File: config.mk
export PLATFORM = sky130hd
export DESIGN_NAME = shift_sipo_word_flat
export DESIGN_NICKNAME = d
export VERILOG_FILES = /design/src/rtl/shift_pkg.sv /design/src/rtl/shift_sipo_word_if.sv /design/src/rtl/shift_core.sv /design/src/rtl/shift_sipo_word.sv /design/src/flat_wrapper.sv
export SDC_FILE = /design/constraint.sdc
export NUM_CORES = 1
export LEC_CHECK = 0
export ABC_AREA = 1
export CAP_MARGIN = 20
export CORE_MARGIN = 2
export CORE_UTILIZATION = 48
export CTS_CLUSTER_DIAMETER = 120
export CTS_CLUSTER_SIZE = 14
export DETAILED_ROUTE_END_ITERATION = 12
export GPL_TIMING_DRIVEN = 1
export PLACE_DENSITY = 0.74
export SETUP_SLACK_MARGIN = 0.3
export SLEW_MARGIN = 5
export SYNTH_ARGS = -nofsm -noshare
export SYNTH_HDL_FRONTEND = slang
export SYNTH_HIERARCHICAL = 1
export SYNTH_SLANG_ARGS = --single-unit
File: constraint.sdc
create_clock -name clk -period 1.3 [get_ports clk]
set_input_delay 0.26 -clock clk [delete_from_list [all_inputs] [get_ports clk]]
set_output_delay 0.26 -clock clk [all_outputs]
set_load 0.01 [all_outputs]
File: src/rtl/shift_pkg.sv
// Shared constants and helpers for the serial shifter family.
package shift_pkg;

    localparam int SHIFT_WIDTH_DEF     = 8;
    localparam int SHIFT_LSB_FIRST_DEF = 1;

    // Ceiling log2, never below 1 so that a counter always has at least one bit.
    function automatic int clog2(input int v);
        int r;
        r = 1;
        for (int i = 1; i < 32; i++) begin
            if ((1 << i) < v) r = i + 1;
        end
        return r;
    endfunction

endpackage

File: src/rtl/shift_sipo_word_if.sv
// Serial input strobe plus word output valid/ready port of the SIPO deserialiser.
interface shift_sipo_word_if #(
    parameter int WIDTH = shift_pkg::SHIFT_WIDTH_DEF
);
    localparam int CW = shift_pkg::clog2(WIDTH);

    logic             s_in;
    logic             s_en;
    logic             clr;
    logic [WIDTH-1:0] q_par;
    logic [CW-1:0]    bit_cnt;
    logic [WIDTH-1:0] out_data;
    logic             out_valid;
    logic             out_ready;
    logic             overrun;

    modport master (
        output s_in, s_en, clr, out_ready,
        input  q_par, bit_cnt, out_data, out_valid, overrun
    );

    modport slave (
        input  s_in, s_en, clr, out_ready,
        output q_par, bit_cnt, out_data, out_valid, overrun
    );

endinterface

File: src/rtl/shift_core.sv
// Parametrised shift register with enable and sync clear; exposes the next value
// so the caller can capture a completing word in the same cycle.
module shift_core #(
    parameter int WIDTH     = shift_pkg::SHIFT_WIDTH_DEF,
    parameter int LSB_FIRST = shift_pkg::SHIFT_LSB_FIRST_DEF
) (
    input  logic             clk,
    input  logic             rst,
    input  logic             en,
    input  logic             clr,
    input  logic             d,
    output logic [WIDTH-1:0] q,
    output logic [WIDTH-1:0] shifted
);

    generate
        if (LSB_FIRST != 0) begin : g_lsb
            assign shifted = {d, q[WIDTH-1:1]};
        end else begin : g_msb
            assign shifted = {q[WIDTH-2:0], d};
        end
    endgenerate

    always_ff @(posedge clk or posedge rst) begin
        if (rst)      q <= '0;
        else if (clr) q <= '0;
        else if (en)  q <= shifted;
    end

endmodule

File: src/rtl/shift_sipo_word.sv
// Serial-in/parallel-out deserialiser: bit counter, one-word holding register
// with valid/ready, and sticky overrun on dropped words.
module shift_sipo_word
    import shift_pkg::*;
#(
    parameter int WIDTH     = SHIFT_WIDTH_DEF,
    parameter int LSB_FIRST = SHIFT_LSB_FIRST_DEF
) (
    input  logic               clk,
    input  logic               rst,
    shift_sipo_word_if.slave   bus
);

    localparam int CW = clog2(WIDTH);

    logic [WIDTH-1:0] sh;
    logic [WIDTH-1:0] sh_nxt;
    logic [CW-1:0]    cnt;
    logic [WIDTH-1:0] hold;
    logic             vld;
    logic             ovr;
    logic             step;
    logic             done;
    logic             accept;
    logic             hold_free;

    shift_core #(
        .WIDTH     (WIDTH),
        .LSB_FIRST (LSB_FIRST)
    ) u_core (
        .clk     (clk),
        .rst     (rst),
        .en      (bus.s_en),
        .clr     (bus.clr),
        .d       (bus.s_in),
        .q       (sh),
        .shifted (sh_nxt)
    );

    assign step      = bus.s_en & ~bus.clr;
    assign done      = step & (cnt == CW'(WIDTH - 1));
    assign accept    = vld & bus.out_ready;
    assign hold_free = ~vld | bus.out_ready;

    always_ff @(posedge clk or posedge rst) begin
        if (rst)       cnt <= '0;
        else if (bus.clr) cnt <= '0;
        else if (done) cnt <= '0;
        else if (step) cnt <= cnt + CW'(1);
    end

    // clr never blocks the output side: an accept in a clr cycle still retires the word.
    always_ff @(posedge clk or posedge rst) begin
        if (rst) begin
            hold <= '0;
            vld  <= 1'b0;
        end else if (done && hold_free) begin
            hold <= sh_nxt;
            vld  <= 1'b1;
        end else if (accept) begin
            vld  <= 1'b0;
        end
    end

    always_ff @(posedge clk or posedge rst) begin
        if (rst)                   ovr <= 1'b0;
        else if (bus.clr)          ovr <= 1'b0;
        else if (done && !hold_free) ovr <= 1'b1;
    end

    assign bus.q_par     = sh;
    assign bus.bit_cnt   = cnt;
    assign bus.out_data  = hold;
    assign bus.out_valid = vld;
    assign bus.overrun   = ovr;

endmodule

File: src/flat_wrapper.sv
// flat-port wrapper written by rule: the top's interface ports become plain ports
module shift_sipo_word_flat import shift_pkg::*;
#(
    parameter int WIDTH     = SHIFT_WIDTH_DEF,
    parameter int LSB_FIRST = SHIFT_LSB_FIRST_DEF
)
  (clk, rst, bus_s_in, bus_s_en, bus_clr, bus_out_ready, bus_q_par, bus_bit_cnt, bus_out_data, bus_out_valid, bus_overrun);
  shift_sipo_word_if #(.WIDTH(WIDTH)) bus_i ();
  input  logic clk;
  input  logic rst;
  input wire logic [$bits(bus_i.s_in)-1:0] bus_s_in;
  input wire logic [$bits(bus_i.s_en)-1:0] bus_s_en;
  input wire logic [$bits(bus_i.clr)-1:0] bus_clr;
  input wire logic [$bits(bus_i.out_ready)-1:0] bus_out_ready;
  output wire logic [$bits(bus_i.q_par)-1:0] bus_q_par;
  output wire logic [$bits(bus_i.bit_cnt)-1:0] bus_bit_cnt;
  output wire logic [$bits(bus_i.out_data)-1:0] bus_out_data;
  output wire logic [$bits(bus_i.out_valid)-1:0] bus_out_valid;
  output wire logic [$bits(bus_i.overrun)-1:0] bus_overrun;
  assign bus_i.s_in = bus_s_in;
  assign bus_i.s_en = bus_s_en;
  assign bus_i.clr = bus_clr;
  assign bus_i.out_ready = bus_out_ready;
  assign bus_q_par = bus_i.q_par;
  assign bus_bit_cnt = bus_i.bit_cnt;
  assign bus_out_data = bus_i.out_data;
  assign bus_out_valid = bus_i.out_valid;
  assign bus_overrun = bus_i.overrun;
  shift_sipo_word #(.WIDTH(WIDTH), .LSB_FIRST(LSB_FIRST)) u_core (.clk(clk), .rst(rst), .bus(bus_i));
endmodule
==> results.ini, run 1 <==
[timing]
rsz0062_at_grt=yes
fin_crit_sh_pct=137
fmax_ghz=0.563
final.setup.worst_slack_ps=-478
layout_min_cycle_time_ps=1780
skew_ps=17.8
hold-worst-slack_ps=352
tightest_slew_ps=341
slew_violations=0
hold_viol_final=0
final-setup-viol-count=58
slew_headroom_pct=77.3

[cells_and_area]
syn_to_final_growth_pct=85.9
drive_gt1_share_pct=57.0
final_core_util_pct=92.2
nNetsFinal=653
antenna_cells=0

[setup_path]
critPathLaunch=u_core/bus.bit_cnt[11]
worstPathCellList=buf_4 -> nand2_1 -> buf_4 -> nor2_4 -> inv_2 -> nor2_4 -> nand2_1 -> nand2_1 -> nand4_1 -> nand2_1
path_delay_family=simple AND/OR/NAND/NOR gates
cp.depth=10
end_kind=flip-flop
reg2reg_slack_ps=-480
critPathBufInv=3
critPathMaxFanout=5
r2r_end=u_core/bus.bit_cnt[20]
cp-start-kind=flip-flop
reg2reg_from=u_core/bus.bit_cnt[11]
cp_data_required_time_ps=1560
ff2ff_path_depth=10
max_stage_delay_ps=400
cp_data_arrival_time_ps=2040
cp_slowest_cell=dfrtp_1
path_common_cell=nand2_1
crit_end=u_core/bus.bit_cnt[20]
critPathKind=reg -> reg

[clocking]
cts.root.buffer_cell=clkbuf_8
cts_buffer_depth=2
path_clk_slew_ps=120
tritoncts=yes
clock_latency_ps=330
ctsHoldBuffers=0
cts-htree-levels=2
cts_sinks=50
numCtsBuffers=5

[floorplan]
row_count=29
die_w_um=85.0
ioPinCount=56
die-area_um2=7230
die_h_um=85.0
core_area_um2=6350
start_util_pct=49.6

[detailed_routing]
drt_pass1_iterations=5
via_per_inst=6.24
drt_iter0_drc=591
remaining_drc_errors=0
dr_total_vias=4518
ant_nets=0
routed_wl_mm=16.3
post_drt_wl_per_cell_um=22.4

[power_and_ir_drop]
p_leak_uw=0.00307
pwr_density_cell_nw_per_um2=504
irDropWorstVdd_v=0.000610

[place]
detailed_place_hpwl_mm=6.79
io_buffers=55
place.gp.congestion=0.904

[logic_synthesis]
synth_compound_area_share_pct=2.10
synthDistinctLibCells=30
yosys.area.top_type=dfrtp_1
synth_top_area_share_pct=39.7
muxShareOfSynthArea_pct=0
yosysWarnings=6
synth_area_um2=3150
synth_top_family_by_area=simple AND/OR/NAND/NOR gates
synthCells=443
synthTopCellsByArea=dfrtp_1 40%, nand2_1 21%, nand3_1 5.9%
ys_ff_latch=50
syn_area_per_cell_um2=7.11
synthXorXnorAreaFrac_pct=2.50
synthSimpleGateAreaFrac_pct=47.3
yosysSeqAreaShare_pct=39.7
synth_adder_area_share_pct=0.397
synth_nets=450

[global_routing]
grt.total_usage_pct=34.5
grt_pass1_wl_mm=19.5
first_global_vias=3958
antenna_found_initial=0
grt_max_degree=43
gr-total-overflow=0

[outcome]
violations=setup timing
status=finished, violations left

[hold_path]
worstHoldPathType=in -> async

[run]
maxCapViolations=0

==> worst min-delay path by stage <==
| stage | startpoint | to | slack [ps] | cells after the start |
|---|---|---|---|---|
| after detailed placement | u_core/u_core/q[0] | u_core/u_core/q[0] | 460 | 2 |
| after global routing | rst | u_core/u_core/q[2] | 350 | 2 |
| after global placement | u_core/u_core/q[0] | u_core/u_core/q[0] | 460 | 2 |
| final | rst | u_core/u_core/q[7] | 350 | 2 |
| after floorplan | rst | u_core/u_core/q[0] | 80 | 1 |
| after CTS | rst | u_core/u_core/q[0] | 280 | 2 |
==> sequential cells by signal, summed over array words and instances, names as in the netlist <==
| signal | flops |
|---|---|
| u_core/bus.bit_cnt | 32 |
| u_core/bus.out_data | 8 |
| u_core/u_core/q | 8 |
| u_core/bus.out_valid | 1 |
| u_core/bus.overrun | 1 |
==> report_power, final <==
part	leakage [µW]	switching, µW	internal (µW)	total [µW]
combinational	0.00235	190	132	322
sequential	0.000675	6.66	1560	1570
clock	0.0000478	621	440	1060
==> cells in the mapped netlist, drive strengths merged <==
cell,instances
inv,35
xnor2,4
ha,1
o21ai,7
nand4,29
xor2,5
or2,2
clkbuf,3
nor3,1
o31ai,3
dfrtp,50
nand3,39
nor2,65
nand2,181
clkinv,1
o41ai,1
buf,16
==> worst register-to-register path: stages (launching register included) <==
cell and delay, ps:
dfrtp_1 400, buf_4 150, nand2_1 130, buf_4 180, nor2_4 110, inv_2 80, nor2_4 240, nand2_1 110
nand2_1 100, nand4_1 110, nand2_1 100
==> placed cells by master (no fill, tap or decap), types with 2 or more instances in the layout <==
master           Yosys  routed
dfrtp_2              0      13
inv_4                0       4
dfrtp_1             50      37
clkinvlp_4           0       2
xnor2_2              0       3
o21ai_1              6       6
buf_2                4      16
nor2_1              46      15
o31ai_2              0       3
nand3_1             37      26
nand3_4              1       3
buf_6                1     105
or2_1                2       2
nor2_4               5      36
nand3_2              1      10
nand4_1             28      28
buf_4                9      87
nand2_1            173     134
buf_12               0       2
inv_2                6      10
nand2_2              7      29
nor2_8               3       3
nand2_4              1      17
xor2_1               5       4
clkdlybuf4s50_1      0       5
inv_1               29      21
nor2_2              11      11
clkbuf_8             0       6
==> area by class of cell <==
class / instances / area [µm²]
fillers: 229 / 493
repair buffers: 215 / 2010
inverters: 36 / 149
clock inverters: 2 / 16.3
clock buffers: 6 / 82.6
multi-input cells: 338 / 2240
flip-flops and latches: 50 / 1270
well taps: 77 / 96.3
==> per-stage QoR <==
stage	total power [µW]	cell area, µm²	setup slack, ps	TNS (ps)	cells
final	2950	5860	-478	-13220	724
after global routing	3010	5860	-475	-15040	724
after CTS	2890	5230	-192	-4890	697
after detailed placement	1840	4300	-354	-14350	627
after global placement	1830	4300	-308	-12090	627
after floorplan	1720	3210	-47.3	-744	443
==> layer usage <==
layer	track usage [%]	part of all wire (%)	vias up
met5	0	0	-
met4	21.8	8.5	0
met3	7.49	13	152
met2	55.3	46	464
met1	42.0	33	2083
li1	-	-	1819
==> cell families after synthesis <==
logic type / Yosys count
adder cells (fa/ha/maj): 1
buffers and inverters: 55
AO/OA/AOI/OAI: 11
AND/OR/NAND/NOR: 317
XOR/XNOR: 9
flip-flops: 50
==> timing repair <==
item                                    CTS  global route
setup buffers                            62            27
gates resized for setup                 351           106
pin swaps                                39            52
endpoints found under the setup margin  100           100
Power figures use the tool's default switching activity.
==> run 2, diff against run 1 <==
--- a/config.mk
+++ b/config.mk
@@ -15,6 +15,7 @@
 export GPL_TIMING_DRIVEN = 1
 export PLACE_DENSITY = 0.74
 export SETUP_SLACK_MARGIN = 0.3
+export SKIP_CTS_REPAIR_TIMING = 1
 export SLEW_MARGIN = 5
 export SYNTH_ARGS = -nofsm -noshare
 export SYNTH_HDL_FRONTEND = slang
==> run 2 against run 1 <==
Against the previous run:
- the run still ends with setup timing left
- clock-buffer cell count unchanged
- clock power is essentially flat
- utilization shrank 13 points
- highest routed layer unchanged
- wire length is 32% lower
- largest power group unchanged
- via count fell by 17%
- sequential power is essentially flat
- global-route usage is 9.0 points lower
- sequential share of layout area rose by 3.5 points
- final area is 14% lower
- worst setup slack better by 200 ps
- critical path depth decreased by 1
==> results.ini, run 2 (synthesis gave the netlist of run 1 again) <==
[power_and_ir_drop]
p_leak_uw=0.00268
swShare_pct=26.6
p_switching_uw=764
p_int_uw=2110
pwr-share-comb_pct=9.2
irDropWorstVdd_v=0.000609
pwr_density_cell_nw_per_um2=569
pwr-share-clk_pct=36.0
seqPwrFrac_pct=54.8

[setup_path]
critPathKind=reg -> reg
end_kind=flip-flop
cp_data_required_time_ps=1570
cp-start-kind=flip-flop
cp_data_arrival_time_ps=1850
critPathMaxFanout=6

[timing]
final.setup.worst_slack_ps=-283
hold-worst-slack_ps=279
final-setup-viol-count=46
fin_crit_sh_pct=122
hold_viol_final=0
skew_ps=9.12
fmax_ghz=0.632
tightest_slew_ps=321
slew_violations=0
slew_headroom_pct=78.6
rsz0062_at_grt=yes
layout_min_cycle_time_ps=1580

[place]
dp_cells=627
dpl_cell_area_um2=4300
detailed_place_hpwl_mm=6.79
place.gp.congestion=0.904
io_buffers=55
dp_slack_ps=-354

[detailed_routing]
routed_wl_mm=11.0
drt_pass1_iterations=5
remaining_drc_errors=0
ant_nets=0
dr_total_vias=3737
post_drt_wl_per_cell_um=16.1
drt_iter0_drc=362
via_per_inst=5.46

[outcome]
status=finished, violations left
violations=setup timing

[cells_and_area]
fin_area_um2=5050
drive_gt1_share_pct=44.9
most-common-layout-cells=153 x nand2_1, 91 x buf_4, 50 x buf_6
fillers=415
antenna_cells=0
register_area_um2=1270
largest_reg_flops=32
nNetsFinal=614
instances_no_fill=685
layout_commonest_cell=nand2_1
multi_input_area_um2=1910
syn_to_final_growth_pct=60.3

[floorplan]
die-area_um2=7230
core_area_um2=6350
start_util_pct=49.6
die_h_um=85.0
die_w_um=85.0
ioPinCount=56
row_count=29

[global_routing]
first_global_vias=3148
grt_pass1_wl_mm=14.7
gr-total-overflow=0
antenna_found_initial=0
grt.total_usage_pct=25.4
grt_max_degree=43

[run]
maxCapViolations=0

[clocking]
cts-htree-levels=2
numCtsBuffers=5
path_clk_slew_ps=100
cts_buffer_depth=2
cts_sinks=50
clock_latency_ps=320
tritoncts=yes
cts.root.buffer_cell=clkbuf_8

[hold_path]
worstHoldPathType=in -> async

run 2: cell count changes in the layout (fill, tap and decap cells not counted), moves of 6 or more:
cell,previous run,this run
nand3_2,10,3
inv_1,21,27
nand2_2,29,22
nand2_4,17,5
nor2_1,15,32
nand2_1,134,153
nand3_1,26,33
nor2_4,36,16
buf_6,105,50
buf_2,16,22
run 2: layer usage:
layer	GRT usage (%)	up-vias	wire (µm)
li1	-	1741	-
met1	33.6	1745	4390
met2	42.8	212	5390
met3	5.25	39	898
met4	6.20	0	342
met5	0	-	0
run 2: metrics by stage:
step	utilization, %	TNS, ps	power, µW
6_report	79.5	-8260	2880
5_1_grt	79.5	-10900	2960
4_1_cts	69.3	-18470	2850
3_5_place_dp	67.7	-14350	1840
3_3_place_gp	67.7	-12090	1830
2_1_floorplan	-	-744	1720
run 2: power by group through the flow:
stage               clock (µW)  sequential (µW)  combinational [µW]
floorplan                    0             1610                 111
global placement             0             1610                 227
detailed placement           0             1610                 230
CTS                       1040             1580                 231
global route              1100             1580                 285
finish                    1030             1580                 265
run 2: final timing paths:
| kind | startpoint | to | slack (ps) | cells after the start |
|---|---|---|---|---|
| worst max-delay path | u_core/bus.bit_cnt[7] | u_core/bus.bit_cnt[16] | -280 | 9 |
| worst min-delay path | rst | u_core/u_core/q[0] | 280 | 2 |
| worst max register to register | u_core/bus.bit_cnt[7] | u_core/bus.bit_cnt[16] | -280 | 9 |
| worst min register to register | u_core/bus.out_data[3] | u_core/bus.out_data[3] | 500 | 2 |
| max in group asynchronous | rst | u_core/bus.bit_cnt[25] | 700 | 3 |
| min in group clk | bus_s_en | u_core/bus.bit_cnt[4] | 400 | 4 |
run 2: final cells by class:
| type | count | area share [%] |
|---|---|---|
| multi-input cells | 338 | 37.9 |
| repair buffers | 176 | 30.3 |
| flip-flops and latches | 50 | 25.1 |
| inverters | 36 | 2.85 |
| well taps | 77 | 1.91 |
| clock buffers | 6 | 1.64 |
| clock inverters | 2 | 0.322 |
run 2: critical path: stages, from the launching register on:
cell	delay, ps
dfrtp_2	420
buf_12	130
nand2_1	100
nor2_2	190
nand2_4	140
buf_6	150
nor2_2	100
or2_1	120
nand4_1	90
nand2_1	90
